$ cat config.mk
export PLATFORM = sky130hd
export DESIGN_NAME = rf_controller
export DESIGN_NICKNAME = d
export VERILOG_FILES = /design/src/rtl/rf_ctrl_pkg.sv /design/src/rtl/rf_ctrl_decode.sv /design/src/rtl/rf_controller.sv
export SDC_FILE = /design/constraint.sdc
export NUM_CORES = 1
export LEC_CHECK = 0
export CAP_MARGIN = 20
export CELL_PAD_IN_SITES_DETAIL_PLACEMENT = 0
export CELL_PAD_IN_SITES_GLOBAL_PLACEMENT = 1
export CORE_MARGIN = 4
export CORE_UTILIZATION = 36
export CTS_CLUSTER_SIZE = 24
export DETAILED_ROUTE_END_ITERATION = 6
export PLACE_DENSITY_LB_ADDON = 0.1
export SLEW_MARGIN = 10
export SYNTH_ARGS = -nofsm -noshare
export SYNTH_HDL_FRONTEND = slang
export SYNTH_SLANG_ARGS = --single-unit
$ cat constraint.sdc
create_clock -name CLKb -period 2.2 [get_ports CLKb]
set_input_delay 0.44 -clock CLKb [delete_from_list [all_inputs] [get_ports CLKb]]
set_output_delay 0.44 -clock CLKb [all_outputs]
set_load 0.02 [all_outputs]
$ cat src/rtl/rf_ctrl_pkg.sv
// rtl/rf_ctrl_pkg.sv - opcode/state enums, datapath select encodings and instruction field positions
package rf_ctrl_pkg;

  typedef enum logic [3:0] {
    OP_LOAD = 4'b0000,
    OP_MOV  = 4'b0001,
    OP_ADD  = 4'b0010,
    OP_SUB  = 4'b0011,
    OP_ADDI = 4'b0100,
    OP_SUBI = 4'b0101
  } opcode_e;

  typedef enum logic [1:0] {
    S_IDLE = 2'd0,
    S_T1   = 2'd1,
    S_T2   = 2'd2
  } state_e;

  localparam logic [1:0] DSEL_EXT = 2'b00;
  localparam logic [1:0] DSEL_Q0  = 2'b01;
  localparam logic [1:0] DSEL_G   = 2'b10;

  localparam logic BSEL_Q1  = 1'b0;
  localparam logic BSEL_IMM = 1'b1;

  localparam int INSTR_W = 10;
  localparam int OPC_MSB = 9;
  localparam int OPC_LSB = 6;
  localparam int RX_MSB  = 5;
  localparam int RX_LSB  = 3;
  localparam int RY_MSB  = 2;
  localparam int RY_LSB  = 0;

endpackage

$ cat src/rtl/rf_ctrl_decode.sv
// rtl/rf_ctrl_decode.sv - combinational opcode classifier
module rf_ctrl_decode
  import rf_ctrl_pkg::*;
(
  input  logic [3:0] opcode,
  output logic       is_load,
  output logic       is_mov,
  output logic       is_alu,
  output logic       is_imm,
  output logic       is_illegal
);

  always_comb begin
    is_load    = 1'b0;
    is_mov     = 1'b0;
    is_alu     = 1'b0;
    is_imm     = 1'b0;
    is_illegal = 1'b0;
    case (opcode_e'(opcode))
      OP_LOAD: is_load = 1'b1;
      OP_MOV:  is_mov  = 1'b1;
      OP_ADD, OP_SUB: is_alu = 1'b1;
      OP_ADDI, OP_SUBI: begin
        is_alu = 1'b1;
        is_imm = 1'b1;
      end
      default: is_illegal = 1'b1;
    endcase
  end

endmodule

$ cat src/rtl/rf_controller.sv
// rtl/rf_controller.sv - register-file sequencing FSM (IDLE/T1/T2) with retired-instruction counter
module rf_controller
  import rf_ctrl_pkg::*;
(
  input  logic                 CLKb,
  input  logic                 RSTb,
  input  logic                 EXEC,
  input  logic [INSTR_W-1:0]   INSTR,
  output logic                 ENW,
  output logic [2:0]           WRA,
  output logic                 ENR0,
  output logic [2:0]           RDA0,
  output logic [2:0]           RDA1,
  output logic [1:0]           DSEL,
  output logic                 ALU_OP,
  output logic                 BSEL,
  output logic                 GIN,
  output logic                 BUSY,
  output logic                 DONE,
  output logic                 ERR,
  output logic [7:0]           ICOUNT
);

  state_e             state;
  logic [INSTR_W-1:0] ir;
  logic [INSTR_W-1:0] ir_nx;
  logic [2:0]         rx;
  logic [2:0]         ry;
  logic               is_load, is_mov, is_alu, is_imm, is_illegal;

  // Outputs are registered, so they are computed from the value IR will hold next cycle.
  assign ir_nx = (state == S_IDLE && EXEC) ? INSTR : ir;
  assign rx    = ir_nx[RX_MSB:RX_LSB];
  assign ry    = ir_nx[RY_MSB:RY_LSB];

  rf_ctrl_decode u_decode (
    .opcode     (ir_nx[OPC_MSB:OPC_LSB]),
    .is_load    (is_load),
    .is_mov     (is_mov),
    .is_alu     (is_alu),
    .is_imm     (is_imm),
    .is_illegal (is_illegal)
  );

  always_ff @(posedge CLKb) begin
    ENW    <= 1'b0;
    WRA    <= '0;
    ENR0   <= 1'b0;
    RDA0   <= '0;
    RDA1   <= '0;
    DSEL   <= DSEL_EXT;
    ALU_OP <= 1'b0;
    BSEL   <= BSEL_Q1;
    GIN    <= 1'b0;
    BUSY   <= 1'b0;
    DONE   <= 1'b0;
    ERR    <= 1'b0;
    if (!RSTb) begin
      state  <= S_IDLE;
      ir     <= '0;
      ICOUNT <= '0;
    end else begin
      ir <= ir_nx;
      case (state)
        S_IDLE: if (EXEC) begin
          state <= S_T1;
          BUSY  <= 1'b1;
          if (is_load) begin
            ENW  <= 1'b1;
            WRA  <= rx;
            DSEL <= DSEL_EXT;
            DONE <= 1'b1;
          end else if (is_mov) begin
            ENR0 <= 1'b1;
            RDA0 <= ry;
            ENW  <= 1'b1;
            WRA  <= rx;
            DSEL <= DSEL_Q0;
            DONE <= 1'b1;
          end else if (is_alu) begin
            ENR0   <= 1'b1;
            RDA0   <= rx;
            RDA1   <= ry;
            BSEL   <= is_imm ? BSEL_IMM : BSEL_Q1;
            GIN    <= 1'b1;
            ALU_OP <= ir_nx[OPC_LSB];
          end else begin
            DONE <= 1'b1;
            ERR  <= 1'b1;
          end
        end
        S_T1: begin
          if (is_alu) begin
            state <= S_T2;
            BUSY  <= 1'b1;
            ENW   <= 1'b1;
            WRA   <= rx;
            DSEL  <= DSEL_G;
            DONE  <= 1'b1;
          end else begin
            state <= S_IDLE;
            if (!is_illegal) ICOUNT <= ICOUNT + 8'd1;
          end
        end
        // Counting on leaving the DONE cycle lets a reset in T1/T2 suppress the increment.
        S_T2: begin
          state  <= S_IDLE;
          ICOUNT <= ICOUNT + 8'd1;
        end
        default: state <= S_IDLE;
      endcase
    end
  end

endmodule

==> results.toml <==
[outcome]
status = "finished, final reports clean"

[yosys]
yosys.cell_count.top_type = "dfxtp_1"
yosysSeqAreaShare_pct = 54.3
synth.net_count = 149
synth_common_cells = "dfxtp_1, nor2_1, a21oi_1, nand2_1, and2_1"
synth_area_sq_um = 1290
synthTopCellsByArea = "dfxtp_1, a21oi_1, nor2_1"
ys_ff_latch = 35
async_reset_ff_share_pct = 0
postSynthCellCount = 135
synth_ff_type = "dfxtp_1"
synth_cell_types = 28
synth_top_area_share_pct = 54.3
yosys.area.top_type = "dfxtp_1"
synth_edf_count = 0
avgSynthCellArea_sq_um = 9.56
yosys_warnings = 0

[finish]
seq_area_sq_um = 701
drive_gt1_share_pct = 8.84
final_util_pct = 53.9
antenna-diode-count = 0
fin_area_sq_um = 1830
multi_input_area_sq_um = 556
fillers = 310
nets = 194
area_growth_pct = 41.6

[detailed_routing]
drcViolationCount = 0
drt_wl_total_um = 2960
drt_pass1_iterations = 4
vias = 1115
vias_per_cell = 4.91
drt_iter0_markers = 43
post_drt_wl_per_cell_um = 13.1
final_antenna_net_count = 0

[die]
chipWidth_um = 67.9
die_y_um = 67.9
rows = 21
dieArea_sq_um = 4600
pin_count = 40
core-area_sq_um = 3390
initial_core_util_pct = 38.1

[setup_path]
crit_type = "flop to output pin"
cp.buffers_inverters = 1
slowest_delay_ns = 0.64
worstPathArrival_ns = 1.42
path_cells = "clkdlybuf4s50_1"
crit_slowest_cell = "clkdlybuf4s50_1"
critPathTopFamily = "buffers and inverters"
worstPathRequired_ns = 1.76
startpoint_type = "flop"
crit_path_end_kind = "output pin"
cp_max_fo = 6

[sta]
setup_tns_ns = 0
finalSetupViolations = 0
hold_viol_final = 0
max_freq_mhz = 537
finalCritPeriodShare_pct = 84.7
worst_slew_pin_slew_ns = 0.629
fin_hold_ws_ns = 0.488
finalCriticalPeriod_ns = 1.86
fin_skew_ns = 0.0113
slew_viol_final = 0
grt_setup_unrepaired = "false"
relSlewSlack_pct = 57.8

[clock_network]
htreeDepth = 2
cts_buffer_depth = 2
cts-root-buf = "clkbuf_4"
cts_setup_buffers = 0
cts_sinks = 35
clk_pin_slew_ns = 0.11
ctsHoldBuffers = 0
clk_latency_ns = 0.34
numCtsBuffers = 5
tritoncts = "done"
post_cts_resize_count = 0

[global_routing]
grt_antenna_before_repair = 0
grt_first_pass_wirelength_um = 4900
grt_max_degree = 18
grt-ovfl-total = 0
first_global_vias = 1123
grt.total_usage_pct = 14.5

[placed_design]
port_buffers = 39
hpwl_um = 2180
gp_congestion = 0.823
dpl_cell_area_sq_um = 1750

[flow_run]
maxCapViolCount = 0

[pwr]
cellPowerDensity_nw_per_um2 = 696
ir_drop_v = 0.000293
leakagePower_nw = 0.666

[min_path]
worstHoldPathType = "flop to flop"
## per-layer routing
layer  track usage, %  routed length, um  part of all wire (%)  vias to the layer above
li1                 -                  -                     -                      563
met1             16.3               1300                    44                      513
met2             24.1               1410                    48                       33
met3             3.78                190                   6.4                        6
met4             9.68                 57                   1.9                        0
met5                0                  0                     0                        -
## path summary, 6_finish.rpt
kind	start	cells past startpoint	end	slack, ns
max	ICOUNT[4]	1	ICOUNT[4]	0.34
min	ICOUNT[7]	2	ICOUNT[7]	0.49
max reg2reg	state[0]	4	ICOUNT[5]	0.36
min reg2reg	ICOUNT[7]	2	ICOUNT[7]	0.49
## cell type report
class	instances	area share (%)
sequential	35	38.4
multi-input combinational	92	30.4
timing repair buffer	43	23.0
tap	46	3.15
clock inverter	3	2.40
clock buffer	5	2.05
inverter	3	0.616
## power breakdown
| part | total, mW | switching, mW | internal, mW |
|---|---|---|---|
| Clock | 0.460 | 0.221 | 0.239 |
| Sequential | 0.667 | 0.0133 | 0.654 |
| Combinational | 0.145 | 0.0744 | 0.0702 |
| Total | 1.27 | 0.309 | 0.963 |
## logic make-up after synthesis
kind of cell / count (synthesis) / share of synthesized area, %
compound gates: 26 / 12.2
xor+xnor: 3 / 2.04
fa+ha+maj: 1 / 0.970
buf+inv: 8 / 2.62
flops: 35 / 54.3
mux: 4 / 3.10
simple gates: 58 / 24.7
## through the flow
step | setup slack, ns | power (mW) | cells
CTS | 0.322 | 1.29 | 227
floorplan | 0.682 | 0.756 | 135
global route | 0.231 | 1.34 | 227
global placement | 0.134 | 0.826 | 219
finish | 0.337 | 1.27 | 227
detailed placement | 0.128 | 0.827 | 219
## state kept, by name, indices dropped and copies added, names as in the netlist
register,flops
BSEL,1
RDA1,3
ir,6
ENW,1
ICOUNT,8
DSEL,2
state,2
GIN,1
ENR0,1
BUSY,1
RDA0,3
ALU_OP,1
ERR,1
WRA,3
DONE,1
## layout by cell type, fill, tap and decap left out
| master | count |
|---|---|
| buf_4 | 4 |
| nor2_1 | 14 |
| nand3_1 | 3 |
| nand2b_4 | 1 |
| nand2_1 | 12 |
| nor4_1 | 2 |
| nor4b_1 | 2 |
| o31ai_1 | 4 |
| or3_1 | 4 |
| a32oi_1 | 3 |
| clkinv_2 | 1 |
| clkbuf_4 | 5 |
| clkdlybuf4s50_1 | 39 |
| xnor2_1 | 1 |
| nand2b_1 | 3 |
| o41a_1 | 1 |
| bufinv_16 | 1 |
| nor3_1 | 2 |
| ha_1 | 1 |
| nand4_1 | 1 |
| mux2i_1 | 4 |
| inv_1 | 3 |
| clkinv_4 | 1 |
| o21ai_0 | 6 |
| and2_1 | 7 |
| a21oi_1 | 12 |
| or3b_2 | 2 |
| xor2_1 | 2 |
| nor3b_2 | 1 |
| dfxtp_1 | 35 |
| or4_1 | 3 |
| and3_1 | 1 |
Note: power is estimated with default switching activity, not from simulation.
